### src/rtl/writeback_port_arbiter.sv
// Writeback port arbiter: merges the pipeline write with late multicycle results
// buffered in a 2-entry FIFO, with conflict ordering and starvation-bounded drain.
module writeback_port_arbiter #(
    parameter int STARVE_LIMIT = 4
) (
    input  logic        clk,
    input  logic        rst_n,
    input  logic        pipe_valid,
    input  logic [2:0]  pipe_dest,
    input  logic [15:0] pipe_data,
    input  logic        late_valid,
    input  logic [2:0]  late_dest,
    input  logic [15:0] late_data,
    output logic        late_ready,
    output logic        pipe_stall,
    output logic        regfile_load,
    output logic [2:0]  regfile_dest,
    output logic [15:0] regfile_data
);

    localparam int SW = (STARVE_LIMIT < 1) ? 1 : $clog2(STARVE_LIMIT + 1);
    localparam logic [SW-1:0] STARVE_MAX = SW'(STARVE_LIMIT);

    logic [2:0]    fifo_dest [2];
    logic [15:0]   fifo_data [2];
    logic [1:0]    count;
    logic          rd_ptr;
    logic          wr_ptr;
    logic [SW-1:0] starve;

    logic non_empty;
    logic full;
    logic conflict;
    logic drain;
    logic push;

    assign non_empty = (count != 2'd0);
    assign full      = (count == 2'd2);

    // Only entries already stored are compared; the one arriving this cycle is not yet visible.
    assign conflict = pipe_valid &&
                      ((non_empty && (fifo_dest[rd_ptr] == pipe_dest)) ||
                       (full && (fifo_dest[~rd_ptr] == pipe_dest)));

    assign drain = non_empty && (!pipe_valid || conflict || (starve == STARVE_MAX));

    assign late_ready = rst_n && !full;
    assign push       = late_valid && late_ready;
    assign pipe_stall = rst_n && pipe_valid && drain;

    always_comb begin
        regfile_load = 1'b0;
        regfile_dest = 3'd0;
        regfile_data = 16'd0;
        if (rst_n) begin
            if (drain) begin
                regfile_load = 1'b1;
                regfile_dest = fifo_dest[rd_ptr];
                regfile_data = fifo_data[rd_ptr];
            end else if (pipe_valid) begin
                regfile_load = 1'b1;
                regfile_dest = pipe_dest;
                regfile_data = pipe_data;
            end
        end
    end

    always_ff @(posedge clk or negedge rst_n) begin
        if (!rst_n) begin
            count        <= 2'd0;
            rd_ptr       <= 1'b0;
            wr_ptr       <= 1'b0;
            fifo_dest[0] <= 3'd0;
            fifo_dest[1] <= 3'd0;
            fifo_data[0] <= 16'd0;
            fifo_data[1] <= 16'd0;
        end else begin
            if (push) begin
                fifo_dest[wr_ptr] <= late_dest;
                fifo_data[wr_ptr] <= late_data;
                wr_ptr            <= ~wr_ptr;
            end
            if (drain) begin
                rd_ptr <= ~rd_ptr;
            end
            count <= count + {1'b0, push} - {1'b0, drain};
        end
    end

    always_ff @(posedge clk or negedge rst_n) begin
        if (!rst_n) begin
            starve <= '0;
        end else if (!non_empty || drain) begin
            starve <= '0;
        end else if (pipe_valid && (starve != STARVE_MAX)) begin
            starve <= starve + 1'b1;
        end
    end

endmodule

### config.mk
export PLATFORM = sky130hd
export DESIGN_NAME = writeback_port_arbiter
export DESIGN_NICKNAME = d
export VERILOG_FILES = /design/src/rtl/writeback_port_arbiter.sv
export SDC_FILE = /design/constraint.sdc
export NUM_CORES = 1
export LEC_CHECK = 0
export ABC_CLOCK_PERIOD_IN_PS = 3700
export CORE_MARGIN = 3
export CORE_UTILIZATION = 30
export CTS_CLUSTER_DIAMETER = 30
export CTS_CLUSTER_SIZE = 14
export DETAILED_ROUTE_END_ITERATION = 16
export GPL_ROUTABILITY_DRIVEN = 0
export GPL_TIMING_DRIVEN = 0
export SKIP_LAST_GASP = 1
export SLEW_MARGIN = 25
export SYNTH_ARGS = -nofsm -noshare
export SYNTH_HDL_FRONTEND = slang
export SYNTH_SLANG_ARGS = --single-unit
### constraint.sdc
create_clock -name clk -period 3.7 [get_ports clk]
set_input_delay 0.555 -clock clk [delete_from_list [all_inputs] [get_ports clk]]
set_output_delay 0.555 -clock clk [all_outputs]
set_load 0.01 [all_outputs]
==> impl_metrics.csv <==
group,metric,value,unit
status,status,"complete, no violations",
floorplanning,start_util,31.1,%
setup_path,worst-path-max-fanout,10,
placement,dpl_cell_area,3180,µm²
logic_synthesis,synth_warnings,0,
floorplanning,fp.dieH,95.9,µm
clocking,clock_sinks,45,
logic_synthesis,yosysMostFrequentCell,"dfrtp_1",
floorplanning,die_w,95.9,µm
setup_path,crit_type,"input pin to primary output",
finish,area_delta_synth_final,35.6,%
sta,hold_viol_final,0,
global_route,grt_max_degree,50,
clocking,clk_latency,290,ps
logic_synthesis,ys_async_sr_fraction,100,%
drt,vias,1747,
pwr,p_per_area,754,nW/µm²
logic_synthesis,synth_area,2430,µm²
logic_synthesis,ys_top_cells_by_count,"dfrtp_1, mux2_2, mux2i_1, o2bb2ai_1, xnor2_1",
sta,clock_skew,4.98,ps
setup_path,cpMostUsedCell,"clkdlybuf4s50_1",
logic_synthesis,synthTopCellsByArea,"dfrtp_1, mux2_2, mux2i_1",
logic_synthesis,syn-num-nets,233,
pwr,power.share.clock,11.8,%
worst_hold_path,hold_class,"input pin to asynchronous set/reset pin",
pwr,seqPwrFrac,35.0,%
setup_path,start_kind,"input pin",
sta,worst_pin_slew,641,ps
finish,fin_nets,305,
drt,drt-pass1-iter-count,4,
setup_path,worst_ep_arrival_time,2880,ps
sta,rsz0062_at_grt,"no",
sta,slew_headroom,57.2,%
finish,drive_gt1_share,22.3,%
placement,preCtsSetupSlack,-36.0,ps
logic_synthesis,ys_types,35,
setup_path,critPathSlowestCell,"clkdlybuf4s50_1",
pwr,totalPowerFinal,2480,µW
clocking,root_buffer,"clkbuf_8",
clocking,cts-htree-levels,2,
drt,wl_per_cell,14.9,µm
global_route,antenna_found_initial,0,
finish,diodes,0,
pwr,peakVddDrop,0.267,mV
pwr,p_leak,0.00135,µW
drt,ant_nets,0,
finish,final_util,42.1,%
sta,max_freq,291,MHz
global_route,overflow,0,
logic_synthesis,synth_edf_count,0,
floorplanning,ios,64,
drt,routed_wl,5410,µm
job,drv_cap,0,
logic_synthesis,synth_cells,187,
placement,place_inst,352,
global_route,grt_pass1_vias,1793,
floorplanning,core,7810,µm²
drt,routed_via_density,4.83,
logic_synthesis,synthDominantCellAreaShare,46.4,%
logic_synthesis,synth_seq_cells,45,
sta,setup_slack,267,ps
logic_synthesis,ys.flop_type,"dfrtp_1",
pwr,netSwitchingPower,885,µW
pwr,p_comb_share,53.2,%
finish,fin_area,3290,µm²
pwr,p_int,1600,µW
global_route,grt_pass1_wl,8940,µm
logic_synthesis,synth_area_leader_cell,"dfrtp_1",
clocking,cts_buffers,5,
clocking,cts.clk_slew.worst_paths,80,ps
logic_synthesis,syn_area_per_cell,13.0,µm²
drt,initialDrtViolationCount,27,
setup_path,cp-end-kind,"primary output",
finish,final-instance-count-excl-fill,362,
placement,io_buffers,63,
sta,slew_viol_final,0,
sta,post-route-min-period,3430,ps
floorplanning,die_area,9200,µm²
clocking,cts.path.max_buffers,2,
floorplanning,num_rows,32,
sta,setup-violations-final,0,
logic_synthesis,yosysSeqAreaShare,46.4,%
drt,drc,0,
pwr,swShare,35.7,%
clocking,tritoncts,"yes",
setup_path,slowest_delay,550,ps
global_route,grtUsageTotal,12.6,%
setup_path,cp.required,3140,ps
sta,fin_crit_sh,92.8,%
setup_path,crit_chain,"clkdlybuf4s50_1 -> nor3b_1 -> mux2i_2 -> nor4_4 -> nor3_4 -> buf_4 -> o2bb2ai_1 -> clkdlybuf4s50_1",
finish,fill_cells,778,
placement,dp_hpwl,3940,µm
-- metrics by stage --
stage / hold WS (ps) / TNS [ps]
2_1_floorplan: 259 / 0
3_3_place_gp: 447 / -52610
3_5_place_dp: 461 / -42.3
4_1_cts: 288 / 0
5_1_grt: 210 / 0
6_report: 182 / 0
-- worst max-delay path: cells and delay by family --
| family | cells | cell delay (ps) |
|---|---|---|
| AO/OA/AOI/OAI | 1 | 150 |
| buffers and inverters | 3 | 1260 |
| multiplexers | 1 | 140 |
| AND/OR/NAND/NOR | 3 | 750 |
-- metal layers --
metal | share of wire [%] | GRT usage [%] | vias to the layer above
met1 | 44 | 16.3 | 853
met3 | 5.5 | 3.21 | 5
met5 | 0 | 0 | -
li1 | - | - | 843
met4 | 0.94 | 3.55 | 0
met2 | 50 | 21.0 | 46
-- layout by cell type (no fill, tap or decap), types with 2 or more instances in the layout --
cell type / count
clkdlybuf4s50_1: 62
dfrtp_1: 45
mux2_2: 37
mux2i_1: 22
o2bb2ai_1: 19
xnor2_1: 9
inv_1: 6
nor2_1: 6
clkbuf_1: 5
clkbuf_8: 5
nand2_1: 4
nor3_1: 4
ha_1: 4
buf_6: 3
nor4b_1: 3
buf_4: 3
nor3_4: 2
-- registers in the layout, summed over array words and instances, names as in the netlist --
name       count
starve         3
count          2
fifo_dest      6
wr_ptr         1
rd_ptr         1
fifo_data     32
-- cell type report --
class                   count  area, µm²  area share [%]
clock inverters             1       7.51           0.228
inverters                   6       22.5           0.684
well taps                 102        128            3.88
multi-input cells         127       1210            36.7
clock buffers               7       76.3            2.32
repair buffers             65        647            19.7
plain buffers               9       77.6            2.36
flip-flops and latches     45       1130            34.2
-- cell families (layout without fill, tap and decap cells) --
logic type / Yosys count / after routing / share of synthesized area [%]
compound gates: 25 / 25 / 9.03
xor+xnor: 9 / 9 / 3.25
fa+ha+maj: 4 / 4 / 2.06
buf+inv: 15 / 88 / 4.13
flops: 45 / 45 / 46.4
mux: 61 / 61 / 27.3
simple gates: 28 / 28 / 7.84
-- final timing paths --
kind                                       start                       end  slack [ps]  cells after the start
max                                 pipe_dest[2]           regfile_data[6]         270                      8
min                                        rst_n     starve[2]$_DFFE_PN0P_         180                      1
max reg2reg                   rd_ptr$_DFFE_PN0P_        count[1]$_DFF_PN0_        1120                     12
min reg2reg                starve[0]$_DFFE_PN0P_     starve[0]$_DFFE_PN0P_         470                      1
max in group asynchronous                  rst_n  fifo_dest[1]$_DFFE_PN0P_        3190                      1
min in group clk           starve[0]$_DFFE_PN0P_     starve[0]$_DFFE_PN0P_         470                      1
-- power groups by stage --
stage / Clock [µW] / Combinational (µW) / Sequential (µW)
CTS: 309 / 1350 / 869
finish: 293 / 1320 / 867
global placement: 0 / 1310 / 868
floorplan: 0 / 915 / 842
detailed placement: 0 / 1330 / 880
global route: 333 / 1460 / 899
-- timing repair --
action / CTS / global route
endpoints found under the setup margin: 10 / 10
resized for setup: 0 / 2
gates cloned: 0 / 0
setup buffers: 2 / 0
pin swaps: 1 / 0
hold buffers: 0 / 0
(Power assumes the default switching activity.)
